### config.mk
export PLATFORM = sky130hd
export DESIGN_NAME = accum_table_read_control
export DESIGN_NICKNAME = d
export VERILOG_FILES = /design/src/rtl/accum_table_read_control.sv
export SDC_FILE = /design/constraint.sdc
export NUM_CORES = 1
export LEC_CHECK = 0
export CORE_ASPECT_RATIO = 0.7
export CORE_MARGIN = 3
export CORE_UTILIZATION = 40
export CTS_CLUSTER_DIAMETER = 40
export DETAILED_ROUTE_END_ITERATION = 8
export PLACE_DENSITY = 0.66
export SYNTH_ARGS = -nofsm -noshare
export SYNTH_HDL_FRONTEND = slang
export SYNTH_SLANG_ARGS = --single-unit
### constraint.sdc
create_clock -name i_clk -period 3.8 [get_ports i_clk]
set_input_delay 0.76 -clock i_clk [delete_from_list [all_inputs] [get_ports i_clk]]
set_output_delay 0.76 -clock i_clk [all_outputs]
set_load 0.005 [all_outputs]
### src/rtl/accum_table_read_control.sv
// Read-side sequencer for the accumulator table: walks stripe-major addresses
// one read per cycle under downstream backpressure and tags each result row.
module accum_table_read_control #(
    parameter int unsigned MAX_OUT_ROWS = 128,
    parameter int unsigned MAX_OUT_COLS = 128,
    parameter int unsigned SYS_ARR_ROWS = 16,
    parameter int unsigned SYS_ARR_COLS = 16,
    localparam int unsigned NUM_SUBMATS_N  = MAX_OUT_COLS / SYS_ARR_COLS,
    localparam int unsigned NUM_ACCUM_ROWS = MAX_OUT_ROWS * NUM_SUBMATS_N,
    localparam int unsigned AW = $clog2(NUM_ACCUM_ROWS),
    localparam int unsigned RW = $clog2(MAX_OUT_ROWS),
    localparam int unsigned NW = $clog2(NUM_SUBMATS_N)
) (
    input  logic          i_clk,
    input  logic          i_reset_n,
    input  logic          i_start,
    input  logic [RW:0]   i_num_rows,
    input  logic [NW:0]   i_num_submats_n,
    input  logic          i_out_ready,
    output logic          o_rd_en,
    output logic [AW-1:0] o_rd_addr,
    output logic          o_out_valid,
    output logic [RW-1:0] o_wb_row,
    output logic [NW-1:0] o_wb_submat_n,
    output logic          o_busy,
    output logic          o_done
);

    typedef enum logic [1:0] {
        S_IDLE,
        S_READ,
        S_DRAIN
    } state_t;

    localparam logic [AW-1:0] ROWS_AW = AW'(MAX_OUT_ROWS);

    state_t        r_state;
    state_t        w_next_state;

    logic [RW:0]   r_num_rows;
    logic [NW:0]   r_num_submats_n;
    logic [RW-1:0] r_row;
    logic [NW:0]   r_n;

    logic          r_out_valid;
    logic [RW-1:0] r_wb_row;
    logic [NW-1:0] r_wb_submat_n;

    logic          w_accept;
    logic          w_zero_size;
    logic          w_rd_en;
    logic          w_last_row;
    logic          w_last_entry;
    logic [AW-1:0] w_rd_addr;

    assign w_accept     = (r_state == S_IDLE) && i_start;
    assign w_zero_size  = (i_num_rows == '0) || (i_num_submats_n == '0);
    assign w_rd_en      = (r_state == S_READ) && i_out_ready;
    assign w_last_row   = ({1'b0, r_row} == (r_num_rows - (RW+1)'(1)));
    assign w_last_entry = w_last_row && (r_n == (r_num_submats_n - (NW+1)'(1)));

    // Same stripe-major layout as the write side: stripe n occupies a block of MAX_OUT_ROWS entries.
    assign w_rd_addr = (AW'(r_n) * ROWS_AW) + AW'(r_row);

    always_ff @(posedge i_clk or negedge i_reset_n) begin
        if (!i_reset_n) begin
            r_state <= S_IDLE;
        end else begin
            r_state <= w_next_state;
        end
    end

    always_comb begin
        w_next_state = r_state;
        case (r_state)
            S_IDLE: begin
                if (i_start) begin
                    w_next_state = w_zero_size ? S_DRAIN : S_READ;
                end
            end
            S_READ: begin
                if (w_rd_en && w_last_entry) begin
                    w_next_state = S_DRAIN;
                end
            end
            S_DRAIN: begin
                w_next_state = S_IDLE;
            end
            default: begin
                w_next_state = S_IDLE;
            end
        endcase
    end

    always_ff @(posedge i_clk or negedge i_reset_n) begin
        if (!i_reset_n) begin
            r_num_rows      <= '0;
            r_num_submats_n <= '0;
            r_row           <= '0;
            r_n             <= '0;
        end else if (w_accept) begin
            r_num_rows      <= i_num_rows;
            r_num_submats_n <= i_num_submats_n;
            r_row           <= '0;
            r_n             <= '0;
        end else if (w_rd_en) begin
            if (w_last_row) begin
                r_row <= '0;
                r_n   <= r_n + (NW+1)'(1);
            end else begin
                r_row <= r_row + RW'(1);
            end
        end
    end

    // Tags trail the read by the table's one-cycle latency.
    always_ff @(posedge i_clk or negedge i_reset_n) begin
        if (!i_reset_n) begin
            r_out_valid   <= 1'b0;
            r_wb_row      <= '0;
            r_wb_submat_n <= '0;
        end else begin
            r_out_valid   <= w_rd_en;
            r_wb_row      <= r_row;
            r_wb_submat_n <= r_n[NW-1:0];
        end
    end

    assign o_rd_en       = w_rd_en;
    assign o_rd_addr     = w_rd_addr;
    assign o_out_valid   = r_out_valid;
    assign o_wb_row      = r_wb_row;
    assign o_wb_submat_n = r_wb_submat_n;
    assign o_busy        = (r_state != S_IDLE);
    assign o_done        = (r_state == S_DRAIN);

endmodule
Word-level counts from Yosys, hierarchy flattened --
Cells that the tools add are included.
Word-level totals: register bits after elaboration 36, bits of input ports 16, output and inout bits 24, word-level logic and storage cells 42
Operators by class: add/subtract/negate cells 5, equality and inequality tests 6, muxes and demuxes 10, reduce and logical (&&, ||, !) cells 13
Operator list (number):
- $mux 7 | 3
- $mux 4 | 3
- $add 10x7->10 | 1
- $eq 7x8->1 | 1
- $logic_not 8->1 | 1
- $sub 8x1->8 const B | 1
- $add 7x1->7 const B | 1
- $mux 2 | 3
- $reduce_bool 2->1 | 3
- $add 4x1->4 const B | 1
- $eq 4x4->1 | 1
- $logic_and 1x1->1 | 4
- $logic_not 4->1 | 1
- $pmux 2 s2 | 1
- $reduce_and 2->1 | 2
- $sub 4x1->4 const B | 1
- $eq 2x1->1 const B | 1
- $eq 2x2->1 const B | 1
- $logic_not 2->1 | 1
- $ne 2x1->1 const B | 1
- $ne 2x2->1 const B | 1
- $logic_or 1x1->1 | 1

Logic depth before layout (Yosys ltp) --
Gate-level depths: netlist of the first run.
depth after elaboration 6, mapped depth 11, depth with buffers taken out 8

Least setup slack after synthesis of the first run --
OpenSTA, ideal clock, no wires.
path kind register to register, start register r_num_rows[0], end register r_n[3], setup time 78 ps, arrival 2795 ps, data required time 3722 ps, setup slack 927 ps, cell stages (with the launch flop) 12, path buffers 3, period minus slack after synthesis 2873 ps, cells stage by stage dfrtp_1 > clkbuf_1 > inv_1 > ha_1 > buf_6 > nor2b_1 > or3_1 > a31o_1 > or4_1 > buf_2 > or4_1 > a21oi_1
Between the ends: longest elaborated chain between the ends 4
RTL lines:
- start, declared | line 40 | logic [RW:0] r_num_rows;
- start signal, assigned | line 102 | r_num_rows <= i_num_rows;
- $sub 8x1->8 | line 59 | assign w_last_row = ({1'b0, r_row} == (r_num_rows - (RW+1)'(1)));
- $eq 7x8->1 | line 59
- $reduce_bool 2->1 (no line)
- $reduce_and 2->1 (no line)
- end signal, assigned | line 109 | r_n <= r_n + (NW+1)'(1);
- end, declared | line 43 | logic [NW:0] r_n;
No other way between the ends. A chain may end at the register's enable or synchronous reset.

Worst setup path after layout of the first run --
start input i_out_ready, end output o_rd_en
Between the ends: longest elaborated chain between the ends 1
RTL lines:
- start, declared | line 19 | input logic i_out_ready,
- $logic_and 1x1->1 | line 58 | assign w_rd_en = (r_state == S_READ) && i_out_ready;
- end, declared | line 20 | output logic o_rd_en,
No other way between the ends.

==> qor.yml, run 1 <==
fin_nets: 245
p_int_w: 0.000997
grt_max_degree: 37
p_sw_frac: 0.362
hold_start: "r_state[1]$_DFFE_PN0P_"
fin_setup_tns_ns: 0
power.share.sequential: 0.424
drtPass1Iterations: 4
crit_chain: "clkdlybuf4s50_1, nand2_1, or2_2, inv_1, clkdlybuf4s50_1"
synth_seq_cells: 36
register_area_um2: 901
hold_viol_final: 0
grt_overflow: 0
synthTopCellsByArea: "dfrtp_1 (51%), nand2_1 (7.6%), xnor2_1 (5.4%)"
cpMostUsedCell: "clkdlybuf4s50_1"
die_area_mm2: 0.00529
r2r_slack_ns: 0.84
row_count: 19
dp_hpwl_um: 3140
grt_antenna_before_repair: 0
rr_endpoint: "r_n[3]$_DFFE_PN0P_"
io_pins: 40
crit_path_max_fanout: 6
finClkSkew_ns: 0.00685
synth_top_area_share: 0.507
cts_sinks: 36
start_util: 0.435
power_switching_w: 0.000566
drc: 0
via_per_inst: 5.46
syn-num-nets: 208
h-tree-depth: 2
min_to: "r_state[0]$_DFFE_PN0P_"
drt-wirelength-per-cell_um: 15.2
drive_above_1_share: 0.0575
cts_root_buf: "clkbuf_8"
hold_path.class: "reg -> reg"
whs_path_depth: 1
setup_viol: 0
wl_met1_um: 1930
p_leak_nw: 0.994
cts_setup_buffers: 0
combPwrFrac: 0.397
pwr-share-clk: 0.180
clock_latency_ns: 0.29
globalRouteTotalUtil: 0.177
nFillCells: 365
synth.largest_area_cell: "dfrtp_1"
antenna_cells: 0
path_clk_slew_ns: 0.07
reg2regPathDepth: 8
yosys-mux-area-fraction: 0.0113
min_period_ns: 2.98
rsz0062_at_grt: "no"
max_slew_margin: 0.517
yosysSeqAreaShare: 0.507
worstReg2RegStart: "r_num_rows[0]$_DFFE_PN0P_"
synth_top_family_by_area: "simple AND/OR/NAND/NOR gates"
vias: 1517
yosysWarningCount: 0
critPathKind: "in -> out"
avgSynthCellArea_um2: 9.46
first_global_vias: 1444
worst_slack_ns: 0.820
finalMaxSlewViolations: 0
final.period_utilization: 0.784
cts_buffers: 5
cellPowerDensity_mw_per_mm2: 686
initialDrtViolationCount: 134
grt_pass1_wl_um: 7070
routed_wl_um: 4230
status: "finished clean"
area_growth_pct: 28.2
ctsResizeCount: 0
netlist_area_mm2: 0.00178
synth-simple-area-share: 0.241
endpoint_kind: "output pin"
ant_nets: 0
yosys.area_share.adder: 0.0281
total_power_w: 0.00156
floorplan.core_area_mm2: 0.00409
final_cell_mix: "clkdlybuf4s50_1 (39), nand2_1 (36), dfrtp_1 (36), o21ai_0 (13), xnor2_1 (11)"
critPathBufInv: 3
cp_slowest_cell: "clkdlybuf4s50_1"
synth_xor_area_frac: 0.0591
cts_hold_buf: 0
fmax_mhz: 336
cp_top_family: "buffers and inverters"
top_layer: "met4"
arrival_ns: 2.22
ir_drop_mv: 0.313
met2_length_um: 1920
worstMarginPinSlew_ns: 0.725
ys_types: 39
multi_input_area_um2: 790
fp.dieH_um: 61.8
cts_tree: "built"
synth_compound_area_frac: 0.105
synth_cells: 188
dp_slack_ns: 0.817
wl_met3_um: 321
die_w_um: 85.7
cap_violations: 0
io_buffers: 39
cpPeakStageDelay_ns: 0.52
layout_commonest_cell: "clkdlybuf4s50_1"
cp.required_ns: 3.04
critPathLaunchType: "input port"
routabilityCongestion: 0.795
cts_buffer_depth: 2
holdWs_ns: 0.501
==> cell usage after synthesis <==
cell	instances
xor2_1	1
a21boi_0	1
dfrtp_1	36
nor3_1	7
clkbuf_1	6
nor2_2	1
o2bb2ai_1	1
o21ai_1	1
nand2_1	36
mux2i_1	2
nand4b_1	1
buf_6	1
or3_1	1
and3_1	6
a21oi_1	7
and3b_1	1
ha_1	4
o21ai_0	13
nor2b_1	3
nand2b_1	1
nor4_1	7
inv_1	7
and2_1	1
a32o_1	1
nand3_1	5
a31o_1	1
buf_2	1
or2_2	1
or4_1	3
o31ai_1	2
nor2_1	8
a311oi_1	2
nor4bb_1	1
nor4_2	1
a31oi_1	1
and4_1	1
xnor2_1	11
buf_4	3
o21bai_1	1
==> state kept, by name, summed over array words and instances, names as in the netlist <==
register,cells
r_num_submats_n,4
r_num_rows,8
r_row,7
r_state,2
o_wb_submat_n,3
o_wb_row,7
r_n,4
o_out_valid,1
==> through the flow <==
stage / area (µm²) / cells / util
floorplan: 1780 / 188 / -
global placement: 2190 / 270 / 0.535
detailed placement: 2190 / 270 / 0.535
CTS: 2280 / 278 / 0.558
global route: 2280 / 278 / 0.558
finish: 2280 / 278 / 0.558
==> area by class of cell <==
type,count,area share
flip-flops and latches,36,0.395
multi-input cells,134,0.346
repair buffers,41,0.178
clock buffers,6,0.0362
well taps,52,0.0285
inverters,7,0.0115
clock inverters,2,0.00439
==> logic make-up (layout without fill, tap and decap cells) <==
logic type,Yosys count,count (layout)
AO/OA/AOI/OAI,31,31
XOR/XNOR,12,12
adder cells (fa/ha/maj),4,4
buffers and inverters,18,56
flip-flops,36,36
multiplexers,2,2
AND/OR/NAND/NOR,85,85
==> layer usage <==
layer,up-vias,GRT usage
li1,720,-
met1,721,0.237
met2,69,0.282
met3,7,0.0501
met4,0,0.0609
met5,-,0
==> power groups by stage <==
stage	clock network, W	registers (W)	logic (W)
after floorplan	0	0.000625	0.000409
after global placement	0	0.000657	0.000590
after detailed placement	0	0.000668	0.000622
after CTS	0.000287	0.000662	0.000625
after global routing	0.000306	0.000686	0.000693
final	0.000281	0.000662	0.000620
==> how the worst max path moves through the flow <==
stage	from	end	slack, ns	depth (start not counted)
after CTS	i_out_ready	o_rd_en	0.82	5
after global placement	i_out_ready	o_rd_en	0.85	5
after detailed placement	i_out_ready	o_rd_en	0.82	5
after global routing	r_num_rows[0]$_DFFE_PN0P_	r_state[0]$_DFFE_PN0P_	0.67	8
final	i_out_ready	o_rd_en	0.82	5
after floorplan	r_num_rows[0]$_DFFE_PN0P_	r_n[3]$_DFFE_PN0P_	0.93	11
(Power assumes the default switching activity.)
==> run 2, diff against run 1 <==
- PLACE_DENSITY: 0.66 -> 0.68
- clock period: 3.8 -> 2.4 ns (I/O delays scaled with it)
==> run 2 against run 1 <==
- hold slack lost 0.25 ns
- sequential power up 46%
- register-to-register slack got worse by 0.77 ns
- sequential cell count stayed put
- clock power is 58% higher
- final cell count is 5.4% higher
- utilization grew 3.9 points
- die area is the same
- critical path type is now reg -> reg
- critical endpoint is now r_n[3]$_DFFE_PN0P_
- largest cell class unchanged
==> qor.yml, run 2 (same netlist as run 1, synthesis figures left out) <==
status: "finished clean"
cap_violations: 0
fmax_mhz: 430
globalRouteTotalUtil: 0.163
routabilityCongestion: 0.875
initialDrtViolationCount: 94
worstMarginPinSlew_ns: 0.756
max_slew_margin: 0.496
drtPass1Iterations: 4
final_util: 0.596
cp.required_ns: 2.62
combPwrFrac: 0.466
min_period_ns: 2.33
via_per_inst: 5.09
p_sw_frac: 0.344
cp_top_family: "simple AND/OR/NAND/NOR gates"
reg2regPathDepth: 8
row_count: 19
largest_register: "r_num_rows"
crit_path_max_fanout: 9
ir_drop_mv: 0.562
placed_cell_area_mm2: 0.00231
power.share.sequential: 0.366
io_buffers: 39
cpMostUsedCell: "or4_4"
holdWs_ns: 0.255
dp_hpwl_um: 2860
drive_above_1_share: 0.162
finClkSkew_ns: 0.00527
clock_latency_ns: 0.29
p_leak_nw: 1.07
endpoint_kind: "register"
start_util: 0.435
cts_sinks: 36
critPathBufInv: 1
final_cell_mix: "clkdlybuf4s50_1 (38), nand2_1 (36), dfrtp_1 (36), buf_4 (17), o21ai_0 (13)"
ant_nets: 0
finalMaxSlewViolations: 0
grt_overflow: 0
rsz0062_at_grt: "yes"
h-tree-depth: 2
area_growth_pct: 37.2
power_switching_w: 0.000912
routed_wl_um: 3790
die_area_mm2: 0.00529
grt_pass1_wl_um: 6580
arrival_ns: 2.55
fin_nets: 260
cts_buffers: 5
cts_buffer_depth: 2
cts_hold_buf: 0
die_w_um: 85.7
critPathLaunchType: "register"
pwr-share-clk: 0.168
cts_root_buf: "clkbuf_8"
fin_setup_tns_ns: 0
cp_slowest_cell: "or4_4"
grt_max_degree: 37
cpPeakStageDelay_ns: 0.47
fp.dieH_um: 61.8
layout_commonest_cell: "clkdlybuf4s50_1"
path_clk_slew_ns: 0.07
hold_path.class: "in -> async"
antenna_cells: 0
grt_antenna_before_repair: 0
floorplan.core_area_mm2: 0.00409
drt-wirelength-per-cell_um: 12.9
io_pins: 40
setup_viol: 0
p_int_w: 0.00174
vias: 1491
nFillCells: 353
cellPowerDensity_mw_per_mm2: 1090
r2r_slack_ns: 0.07
path_depth: 8
drc: 0
cts_tree: "built"
stdcell_area_mm2: 0.00244
critPathKind: "reg -> reg"
hold_viol_final: 0
final.period_utilization: 0.970
crit_chain: "inv_2, ha_4, nor2b_2, or3_1, a31o_1, or4_4, or4_4, a21oi_2"
largest_register_ffs: 8
first_global_vias: 1387
-- run 2: cell types whose count changed in the layout (fill, tap and decap cells not counted), sizes merged --
cell,delta
buf,+16
clkbuf,+1
clkdlybuf4s50,-1
clkinv,-2
clkinvlp,+1
-- run 2: final timing paths --
check,start,to
min in group i_clk,r_state[1]$_DFFE_PN0P_,r_state[0]$_DFFE_PN0P_
max in group asynchronous,i_reset_n,r_num_rows[1]$_DFFE_PN0P_
min reg2reg,r_state[1]$_DFFE_PN0P_,r_state[0]$_DFFE_PN0P_
min,i_reset_n,r_row[4]$_DFFE_PN0P_
max,r_num_rows[1]$_DFFE_PN0P_,r_n[3]$_DFFE_PN0P_
max reg2reg,r_num_rows[1]$_DFFE_PN0P_,r_n[3]$_DFFE_PN0P_
-- run 2: worst reg2reg max path, cell delays in order, from the launching register on --
cell,delay (ns)
dfrtp_1,0.38
inv_2,0.08
ha_4,0.19
nor2b_2,0.06
or3_1,0.34
a31o_1,0.18
or4_4,0.47
or4_4,0.44
a21oi_2,0.13
-- run 2: cell type report --
| class | instances | area (µm²) | area share |
|---|---|---|---|
| clock inverters | 1 | 7.51 | 0.00308 |
| repair buffers | 56 | 513 | 0.210 |
| flip-flops and latches | 36 | 901 | 0.369 |
| multi-input cells | 134 | 835 | 0.342 |
| clock buffers | 7 | 86.3 | 0.0354 |
| inverters | 7 | 31.3 | 0.0128 |
| well taps | 52 | 65.1 | 0.0267 |
-- run 2: per-stage QoR --
stage | worst slack [ns] | total power, W | std cells
after floorplan | -0.0466 | 0.00169 | 188
final | 0.0719 | 0.00265 | 293
after CTS | 0.0196 | 0.00265 | 293
after global routing | -0.0232 | 0.00287 | 293
after detailed placement | -0.0431 | 0.00218 | 285
after global placement | -0.0199 | 0.00216 | 285
-- run 2: power by group through the flow --
stage          registers, W  logic (W)  clock network, W
3_3_place_gp       0.000976    0.00118                 0
2_1_floorplan      0.000993   0.000696                 0
3_5_place_dp       0.000982    0.00120                 0
5_1_grt             0.00100    0.00138          0.000489
4_1_cts            0.000970    0.00121          0.000461
6_report           0.000969    0.00123          0.000445
-- run 2: repair_timing --
item	4_1_cts	5_1_grt
buffers inserted	0	0
setup endpoints to repair	2	2
resized for setup	2	8
-- run 2: layer usage --
metal,vias up,track usage,share of wire,routed length (µm)
li1,753,-,-,-
met1,675,0.239,0.52,1960
met2,58,0.221,0.38,1440
met3,5,0.0487,0.090,340
met4,0,0.0700,0.012,44
met5,-,0,0,0
